## src/rtl/control_unit_if.sv

```systemverilog
// control_unit_if: bundles the control unit's datapath-facing signals.
//   master (control unit): drives mux selects, load enables, opALU and MemWE;
//                          receives opcode (IR[7:0]) and zflag (ACC==0).
//   slave  (datapath):     the mirror image.
interface control_unit_if;
    logic [7:0] opcode;
    logic       zflag;
    logic       muxPC;
    logic       muxMAR;
    logic       muxACC;
    logic       loadPC;
    logic       loadMAR;
    logic       loadMDR;
    logic       loadIR;
    logic       loadACC;
    logic       opALU;
    logic       MemWE;

    modport master (
        input  opcode, zflag,
        output muxPC, muxMAR, muxACC, loadPC, loadMAR, loadMDR, loadIR, loadACC, opALU, MemWE
    );

    modport slave (
        output opcode, zflag,
        input  muxPC, muxMAR, muxACC, loadPC, loadMAR, loadMDR, loadIR, loadACC, opALU, MemWE
    );
endinterface

```

## src/rtl/control_unit.sv

```systemverilog
// control_unit: fetch/decode/execute sequencer for the 16-bit accumulator datapath.
//   clk        in   system clock, rising edge
//   rst_n      in   asynchronous active-low reset
//   run        in   1 = start the next instruction from FETCH1, 0 = hold (single-step)
//   bus        if   master side of control_unit_if (opcode/zflag in, controls + MemWE out)
//   halted     out  1 while in HALT
//   instr_done out  one-cycle pulse on the last cycle of each instruction
//   state      out  current state encoding (debug)
module control_unit #(
    parameter int MEM_LAT = 1
) (
    input  logic           clk,
    input  logic           rst_n,
    input  logic           run,
    control_unit_if.master bus,
    output logic           halted,
    output logic           instr_done,
    output logic [2:0]     state
);
    typedef enum logic [2:0] {
        FETCH1 = 3'd0,
        FETCH2 = 3'd1,
        FETCH3 = 3'd2,
        DECODE = 3'd3,
        EXMEM  = 3'd4,
        EXALU  = 3'd5,
        EXST   = 3'd6,
        HALT   = 3'd7
    } state_t;

    localparam logic [3:0] WAIT_LAST = 4'(MEM_LAT - 1);
    localparam logic [7:0] OP_ADD    = 8'h01;
    localparam logic [7:0] OP_OR     = 8'h02;
    localparam logic [7:0] OP_JUMP   = 8'h03;
    localparam logic [7:0] OP_JUMPZ  = 8'h04;
    localparam logic [7:0] OP_LOAD   = 8'h05;
    localparam logic [7:0] OP_STORE  = 8'h06;
    localparam logic [7:0] OP_HALT   = 8'hFF;

    state_t     state_q, state_d;
    logic [3:0] cnt_q, cnt_d;
    // ALU-class operation captured in DECODE so EXALU never looks at opcode: {ACC from MDR, ADD}
    logic [1:0] ex_q, ex_d;
    logic       wait_last;

    always_ff @(posedge clk or negedge rst_n) begin
        if (!rst_n) begin
            state_q <= FETCH1;
            cnt_q   <= '0;
            ex_q    <= '0;
        end else begin
            state_q <= state_d;
            cnt_q   <= cnt_d;
            ex_q    <= ex_d;
        end
    end

    assign wait_last = (cnt_q == WAIT_LAST);
    assign state     = state_q;

    // Every output is gated by rst_n so reset forces all strobes low immediately,
    // even in FETCH1 where loadMAR would otherwise follow run.
    always_comb begin
        state_d     = state_q;
        cnt_d       = '0;
        ex_d        = ex_q;
        bus.muxPC   = 1'b0;
        bus.muxMAR  = 1'b0;
        bus.muxACC  = 1'b0;
        bus.loadPC  = 1'b0;
        bus.loadMAR = 1'b0;
        bus.loadMDR = 1'b0;
        bus.loadIR  = 1'b0;
        bus.loadACC = 1'b0;
        bus.opALU   = 1'b0;
        bus.MemWE   = 1'b0;
        halted      = 1'b0;
        instr_done  = 1'b0;
        if (rst_n) begin
            unique case (state_q)
                FETCH1: begin
                    if (run) begin
                        bus.loadMAR = 1'b1;
                        state_d     = FETCH2;
                    end
                end
                FETCH2, EXMEM: begin
                    // counter is zero on entry because every other state clears it
                    bus.loadMDR = wait_last;
                    cnt_d       = wait_last ? 4'd0 : cnt_q + 4'd1;
                    if (wait_last) state_d = (state_q == FETCH2) ? FETCH3 : EXALU;
                end
                FETCH3: begin
                    bus.loadIR = 1'b1;
                    bus.loadPC = 1'b1;
                    state_d    = DECODE;
                end
                DECODE: begin
                    case (bus.opcode)
                        OP_ADD, OP_OR, OP_LOAD: begin
                            bus.loadMAR = 1'b1;
                            bus.muxMAR  = 1'b1;
                            ex_d        = {bus.opcode == OP_LOAD, bus.opcode == OP_ADD};
                            state_d     = EXMEM;
                        end
                        OP_STORE: begin
                            bus.loadMAR = 1'b1;
                            bus.muxMAR  = 1'b1;
                            state_d     = EXST;
                        end
                        OP_JUMP: begin
                            bus.loadPC = 1'b1;
                            bus.muxPC  = 1'b1;
                            instr_done = 1'b1;
                            state_d    = FETCH1;
                        end
                        OP_JUMPZ: begin
                            bus.loadPC = bus.zflag;
                            bus.muxPC  = bus.zflag;
                            instr_done = 1'b1;
                            state_d    = FETCH1;
                        end
                        OP_HALT: state_d = HALT;
                        default: begin
                            instr_done = 1'b1;
                            state_d    = FETCH1;
                        end
                    endcase
                end
                EXALU: begin
                    bus.loadACC = 1'b1;
                    bus.muxACC  = ex_q[1];
                    bus.opALU   = ex_q[0];
                    instr_done  = 1'b1;
                    state_d     = FETCH1;
                end
                EXST: begin
                    bus.MemWE  = 1'b1;
                    instr_done = 1'b1;
                    state_d    = FETCH1;
                end
                HALT: halted = 1'b1;
            endcase
        end
    end
endmodule

```

## src/flat_wrapper.sv

```systemverilog
// flat-port wrapper written by rule: the top's interface ports become plain ports
module control_unit_flat 
#(
    parameter int MEM_LAT = 1
)
  (clk, rst_n, run, halted, instr_done, state, bus_opcode, bus_zflag, bus_muxPC, bus_muxMAR, bus_muxACC, bus_loadPC, bus_loadMAR, bus_loadMDR, bus_loadIR, bus_loadACC, bus_opALU, bus_MemWE);
  control_unit_if bus_i ();
  input  logic clk;
  input  logic rst_n;
  input  logic run;
  output logic halted;
  output logic instr_done;
  output logic [2:0] state;
  input wire logic [$bits(bus_i.opcode)-1:0] bus_opcode;
  input wire logic [$bits(bus_i.zflag)-1:0] bus_zflag;
  output wire logic [$bits(bus_i.muxPC)-1:0] bus_muxPC;
  output wire logic [$bits(bus_i.muxMAR)-1:0] bus_muxMAR;
  output wire logic [$bits(bus_i.muxACC)-1:0] bus_muxACC;
  output wire logic [$bits(bus_i.loadPC)-1:0] bus_loadPC;
  output wire logic [$bits(bus_i.loadMAR)-1:0] bus_loadMAR;
  output wire logic [$bits(bus_i.loadMDR)-1:0] bus_loadMDR;
  output wire logic [$bits(bus_i.loadIR)-1:0] bus_loadIR;
  output wire logic [$bits(bus_i.loadACC)-1:0] bus_loadACC;
  output wire logic [$bits(bus_i.opALU)-1:0] bus_opALU;
  output wire logic [$bits(bus_i.MemWE)-1:0] bus_MemWE;
  assign bus_i.opcode = bus_opcode;
  assign bus_i.zflag = bus_zflag;
  assign bus_muxPC = bus_i.muxPC;
  assign bus_muxMAR = bus_i.muxMAR;
  assign bus_muxACC = bus_i.muxACC;
  assign bus_loadPC = bus_i.loadPC;
  assign bus_loadMAR = bus_i.loadMAR;
  assign bus_loadMDR = bus_i.loadMDR;
  assign bus_loadIR = bus_i.loadIR;
  assign bus_loadACC = bus_i.loadACC;
  assign bus_opALU = bus_i.opALU;
  assign bus_MemWE = bus_i.MemWE;
  control_unit #(.MEM_LAT(MEM_LAT)) u_core (.clk(clk), .rst_n(rst_n), .run(run), .bus(bus_i), .halted(halted), .instr_done(instr_done), .state(state));
endmodule
```

## config.mk

```make
export PLATFORM = sky130hd
export DESIGN_NAME = control_unit_flat
export DESIGN_NICKNAME = d
export VERILOG_FILES = /design/src/rtl/control_unit_if.sv /design/src/rtl/control_unit.sv /design/src/flat_wrapper.sv
export SDC_FILE = /design/constraint.sdc
export NUM_CORES = 1
export LEC_CHECK = 0
export CAP_MARGIN = 0
export CELL_PAD_IN_SITES_DETAIL_PLACEMENT = 1
export CELL_PAD_IN_SITES_GLOBAL_PLACEMENT = 1
export CORE_MARGIN = 5
export CORE_UTILIZATION = 33
export CTS_CLUSTER_DIAMETER = 100
export DETAILED_ROUTE_END_ITERATION = 8
export HOLD_SLACK_MARGIN = 0.1
export MAX_ROUTING_LAYER = met4
export PLACE_DENSITY_LB_ADDON = 0.08
export SYNTH_ARGS = -nofsm -noshare
export SYNTH_HDL_FRONTEND = slang
export SYNTH_SLANG_ARGS = --single-unit
```

## constraint.sdc

```tcl
create_clock -name clk -period 4 [get_ports clk]
set_input_delay 1.2 -clock clk [delete_from_list [all_inputs] [get_ports clk]]
set_output_delay 1.2 -clock clk [all_outputs]
set_load 0.005 [all_outputs]
```

==> run summary, run 1 <==
The run gives 0 as the aggregate global routing overflow. Clock root buffer master: clkbuf_4. A synthesized cell averages 8.08 um^2. After synthesis, the netlist uses 39 different library cells. Traced cell by cell, the critical path runs through clkdlybuf4s50_1 -> nor2b_1 -> nor4b_4 -> a211o_1 -> o21ai_1 -> clkdlybuf4s15_2. For this run, the top clock speed supported by timing is 253 MHz. Dividing the detail-routed wire length by the instance count gives 16.3 um. The net switching share of the total power was 0.371. Clock tree synthesis inserted a total of 3 buffers. Post-route non-filler standard cell count: 175. Pin placement for this block handled 27 I/O pins. The initial antenna violation count is 0.

The max capacitance violation total was 0; the largest net degree at the start of global routing was 15. The run gives 984 as the number of global-route vias before repair. The tools report the relative contribution of sequential cells to total power as 0.373. The run gives 162 as the final net count. The run gives 0.343 as the effective utilization at floorplan.

The weighted congestion reported at the end of routability-driven placement is 0.804, and the clock latency of the later-clocked register in the worst-skew pair is 0.27 ns. The floorplan step defined a die boundary enclosing 3360 um^2. Dividing the detail-routed via count by the number of cells gives 5.09. Share of the yosys chip area belonging to registers: 0.297.

IR analysis of the VDD net gives a maximum drop of 232 uV. After floorplanning, the core was sized to cover 2210 um^2. The run finished with clean final reports. The logs give 0.641 for the worst-case headroom to the max-slew limit and 0 for the number of nets with antenna violations after routing. The tightest hold path in the finished design has a slack of 0.502 ns. Setup repair after global routing left no endpoint under its margin. Setup slack closes at 0.0538 ns. In this run the cell area of the synthesized design comes to 759 um^2.

The area growth from synthesis to final layout came out at 72.7%. Clock skew: 0.000858 ns. The clock share of power was 0.205.

Among all stages on the critical path, the largest delay is contributed by clkdlybuf4s50_1. The count of buffers added on input and output ports is 26. Clock-pin slew was measured on the worst setup and hold paths at 0.06 ns. Share of synthesized registers carrying an async set or reset: 1.00. The final count of negative-setup-slack endpoints came out at 0. The synthesized netlist net count is 108, and the time the worst path needs with I/O delays and setup is 3.95 ns. The fraction of the core area covered by cells at the end of the flow is 0.593. The count of hold buffers inserted by post-cts repair came out at 0. The data arrival at the endpoint of the critical path came out at 2.75 ns. The first routing iteration left 14 violations. Yosys warning count: 0. The worst stage delay on the critical path works out to 0.57 ns. The number of optimization iterations in the first detailed-route pass came out at 4.

The floorplan has 17 rows. In this run the static leakage power is 0.000608 uW. The logs give 226 uW for the internal cell power and 891 for the via total after detailed routing.

Actual transition at the worst max-transition pin: 0.538 ns. The sort of element at the end of the critical path was an output port. The number of placed instances, taps included, is 170. In the routed design, unresolved DRC markers number 0. Before CTS, the worst setup slack after placement is -0.407 ns. In the layout the commonest cells are 26 x buf_4, 14 x clkdlybuf4s50_1, 9 x nor2_1, 9 x dfrtp_1, 7 x nand2_1. The fraction of layout instances using a drive strength above 1 was 0.299. The synthesis-stage register bit count is 9, and the total power density per cell area is 274 nW/um^2.

Among all flip-flop cells after synthesis, the most frequent one is dfrtp_1. From bottom edge to top edge, the die measures 58.0 um. TritonCTS built the clock tree. The kind of launch point of the worst setup path was an input port.

The wire length of the first global-routing pass is 4840 um. The tools report the number of slew-limit violations in the final report as 0. For the data required time of the worst path, the log shows 2.80 ns.

The library cell used most frequently in the layout, excluding fill and tap cells, is buf_4. The number of hold violations in the final report came out at 0. Period utilization: 0.987. For the cell count after synthesis, the log shows 94. The number of buffers on the longest clock path was 2.

The HPWL reported at the end of detailed placement came out at 2180 um. The final routed wirelength across all metal layers was 2860 um; the die width was 58.0 um. The number of fill cells is 286. The run gives 0.422 as the logic gate share of total power. The number of clock sinks came out at 9. The switching power total was 133 uW; the largest driver fanout on the critical path was 6.

For the overall routing resource usage, the log shows 0.191. 0 antenna diodes ended up in the layout. The type of the setup path with the least slack is input port to output port. The count of flip-flops with a built-in enable after synthesis was 0; the number of levels the H-tree was split into was 1.

In this run the worst hold path is classified as flip-flop to flip-flop.
-- power by group through the flow --
stage | sequential (uW) | combinational, uW | clock [uW]
global route | 139 | 166 | 80.1
floorplan | 111 | 75.3 | 0
global placement | 131 | 140 | 0
CTS | 134 | 152 | 75.8
finish | 134 | 152 | 73.5
detailed placement | 132 | 147 | 0
-- final cells by class --
cell class	count	area [um^2]	share of cell area
inverter	5	18.8	0.0143
tap	28	35.0	0.0267
clock buffer	4	26.3	0.0200
multi-input combinational	76	536	0.408
timing repair buffer	53	470	0.359
sequential	9	225	0.172
-- sequential cells by signal, summed over array words and instances (netlist names) --
register      cells
u_core.cnt_q      4
u_core.ex_q       2
u_core.state      3
-- metal layers --
layer | vias up | global-route usage | share of wire
met5 | - | - | 0
met4 | 0 | 0.0596 | 0.017
met3 | 6 | 0.0290 | 0.033
met2 | 21 | 0.311 | 0.49
met1 | 423 | 0.241 | 0.45
li1 | 441 | - | -
-- what timing repair did --
action                     4_1_cts  5_1_grt
pin swaps                        5        2
setup endpoints to repair       10        2
buffers inserted                 1        0
resized for setup               25        3
-- cells in the mapped netlist, types with 3 or more instances --
library cell	number	share of area
inv_1	5	0.025
nor2b_1	3	0.025
nand2b_1	3	0.025
nand2_1	7	0.035
nor3_1	5	0.033
o21a_1	3	0.030
nand3_1	6	0.040
nor2_1	9	0.044
o21ai_0	5	0.033
and3_1	3	0.025
clkbuf_1	4	0.020
dfrtp_1	9	0.30
-- critical path, delay by kind of cell --
kind | cells | cell delay (ns)
compound gates | 2 | 0.50
buf+inv | 2 | 0.81
simple gates | 2 | 0.24
-- cell families after synthesis --
family                     count (synthesis)  share of synthesized area
xor gates and xnor gates                   3                     0.0346
buffers and inverters                      9                     0.0445
AOI/OAI and AO/OA                         21                      0.216
adders and majority gates                  2                     0.0329
DFF                                        9                      0.297
and+or+nand+nor                           50                      0.376
-- through the flow --
step / total power (uW) / area, um^2 / TNS [ns]
2_1_floorplan: 186 / 759 / 0
3_3_place_gp: 271 / 1230 / -2.08
3_5_place_dp: 279 / 1230 / -2.20
4_1_cts: 362 / 1300 / 0
5_1_grt: 385 / 1310 / 0
6_report: 359 / 1310 / 0
-- path summary, 6_finish.rpt --
kind	end	startpoint	depth (start not counted)	slack (ns)
worst max register to register	u_core.ex_q[1]$_DFFE_PN0P_	u_core.state[1]$_DFFE_PN0P_	5	2.05
min in group asynchronous	u_core.cnt_q[0]$_DFF_PN0_	rst_n	2	1.01
worst max-delay path	instr_done	bus_opcode[0]	6	0.05
worst min register to register	u_core.cnt_q[0]$_DFF_PN0_	u_core.cnt_q[0]$_DFF_PN0_	1	0.50
max in group asynchronous	u_core.state[0]$_DFFE_PN0P_	rst_n	3	2.67
worst min-delay path	u_core.cnt_q[0]$_DFF_PN0_	u_core.cnt_q[0]$_DFF_PN0_	1	0.50
(Power assumes the default switching activity.)
==> inputs of run 2 (changes only) <==
Settings changed: CORE_MARGIN 5 to 3.
==> run summary, run 2 (synthesis results as in run 1) <==
The initial antenna violation count came out at 0. The repair_antennas step left the layout with diodes totalling 0. TritonCTS built the clock tree. In this run, CTS created clock tree buffers numbering 3. The overall power consumption was 345 uW.

For the worst flop-to-flop path, the logic depth is 6. The worst stage delay on the critical path was 0.42 ns; the length of routed met2 wiring was 1310 um. At the pin with the least slew margin, the transition time is 0.508 ns. The clock passes through at most 2 buffers.

Clock latency on the worst-skew pair, taken at its later pin, is 0.27 ns. At the worst endpoint, the required time is 2.80 ns. Measured along the y axis, the die boundary spans 54.0 um.

In the detailed route, the total length drawn on met3 is 74 um. Worst setup slack for register-to-register paths: 2.07 ns. The largest driver fanout on the critical path works out to 3. STA classifies the critical path startpoint as an input port. Walking the worst path, the cells encountered are clkdlybuf4s50_1 -> or2_1 -> or3_4 -> a21oi_4 -> or2_1 -> dlygate4sd2_1. The destination of the worst register-to-register timing path was u_core.ex_q[1]$_DFFE_PN0P_. The highest clock frequency the design can meet is 254 MHz. The uppermost signal routing layer after detailed routing is met4. Number of flip-flops in the largest register: 4.

The run gives 0 as the max capacitance violation total. The clock root buffer master was clkbuf_4. The path with the worst hold slack has its endpoint at u_core.cnt_q[0]$_DFF_PN0_. u_core.cnt_q holds more flip-flops than any other register. The type of the setup path with the least slack is input port to output port. After detailed routing, the wire length on met1 is 1140 um.

After detailed routing, the number of remaining DRC violations is 0. The wire length of the first global-routing pass came out at 4050 um. Leaving out fill and tap cells, the most frequent cells in the layout are 25 x buf_4, 14 x clkdlybuf4s50_1, 9 x nor2_1, 9 x dfrtp_1, 8 x dlygate4sd2_1. The die width is 54.0 um. Clock-pin slew was measured on the worst setup and hold paths at 0.06 ns. For this run, the detailed router's first-pass iteration total came to 4. Time the worst path needs with I/O delays and setup: 3.94 ns.

The run gives 9 as the number of clock sinks. The most common library cell in the layout ignoring fill and taps was buf_4. The die area is 2910 um^2. The overall routing resource usage is 0.201. The run finished with clean final reports. The period utilization was 0.984; the weighted congestion reported at the end of routability-driven placement was 0.788.

The area growth from synthesis to final layout works out to 69.4%. Startpoint of the lowest-slack register-to-register path: u_core.state[1]$_DFFE_PN0P_. Number of core rows: 16.

The sort of element at the end of the critical path is an output port. Highest-delay cell along the critical path: or3_4. The run gives 9 as the number of DRC markers after the initial detailed-route iteration. Setup violations remaining at the end of the flow were counted as 0. The number of input and output port buffers inserted works out to 26. The cell that appears most often on the critical path is or2_1. The number of stages on the worst hold path works out to 1. The fraction of layout instances using a drive strength above 1 is 0.281, and the number of slew-limit violations in the final report is 0. The logs give 2060 um^2 for the core outline area and 239 uV for the maximum VDD drop.

For this run the aggregate overflow at the end of global routing stands at 0. The worst-case headroom to the max-slew limit is 0.660. At the worst endpoint, the arrival time is 2.74 ns. Startpoint of the tightest hold check path: u_core.cnt_q[0]$_DFF_PN0_.

The wire length per cell came out at 15.0 um. The final routed wirelength across all metal layers was 2600 um; the total power density per cell area was 268 nW/um^2. Entering global routing, the biggest net connects 18 pins. The number of levels the H-tree was split into is 1, and the number of global-route vias before repair is 867.

Once detail routing completed, the nets flagged for antenna violations numbered 0. Once detailed placement completed, the half-perimeter wirelength came to 2010 um. The number of vias per cell is 5.20, and the number of I/O pins is 27. The tools report the worst hold slack across all endpoints as 0.511 ns. The fraction of the core area covered by cells at the end of the flow was 0.624. In the final design database the tool counted 161 nets. The tools report the effective utilization at floorplan as 0.368. Across the routed clock network, the largest skew measured is 0.00446 ns. The via total after detailed routing is 900.

For this design the static power due to leakage is 0.000604 uW. Class of the tightest hold or removal check: flip-flop to flip-flop. The number of hold violations in the final report came out at 0.
==> run 2: worst max-delay path, delay by kind of cell <==
kind | cells | cell delay, ns
AND/OR/NAND/NOR | 3 | 0.76
AO/OA/AOI/OAI | 1 | 0.14
buffers and inverters | 2 | 0.63
==> run 2: worst max path at each step <==
stage,startpoint,end
4_1_cts,bus_opcode[0],instr_done
3_5_place_dp,bus_opcode[4],bus_loadMAR
5_1_grt,bus_opcode[6],bus_loadPC
2_1_floorplan,bus_opcode[4],bus_loadMAR
3_3_place_gp,bus_opcode[4],bus_loadMAR
6_report,bus_opcode[6],bus_loadPC
==> run 2: routing by layer <==
layer / up-vias / global-route usage
met4: 0 / 0.0622
met3: 10 / 0.0416
li1: 444 / -
met5: - / -
met1: 422 / 0.249
met2: 24 / 0.325
==> run 2: per-stage QoR <==
stage	worst slack [ns]	area, um^2	TNS [ns]	cells
5_1_grt	-0.00372	1290	-0.00372	173
3_5_place_dp	-0.410	1230	-2.17	168
4_1_cts	0.0126	1270	0	172
6_report	0.0629	1290	0	173
2_1_floorplan	0.502	759	0	94
3_3_place_gp	-0.402	1230	-2.02	168
==> run 2: power breakdown <==
group	internal (uW)	leakage (uW)	switching [uW]
registers	99.8	0.000116	31.8
clock network	38.6	0.0000150	34.5
logic	83.2	0.000473	57.3
==> run 2: cell type report <==
class / instances / area [um^2]
clock buffer: 4 / 26.3
fill: 264 / 776
inverter: 5 / 18.8
multi-input combinational: 76 / 522
sequential: 9 / 225
tap: 27 / 33.8
timing repair buffer: 52 / 460
==> run 2: timing repair <==
action / 4_1_cts / 5_1_grt
setup buffers: 0 / 1
hold buffers: 0 / 0
setup endpoints to repair: 10 / 3
pin swaps: 4 / 2
gates resized for setup: 18 / 6
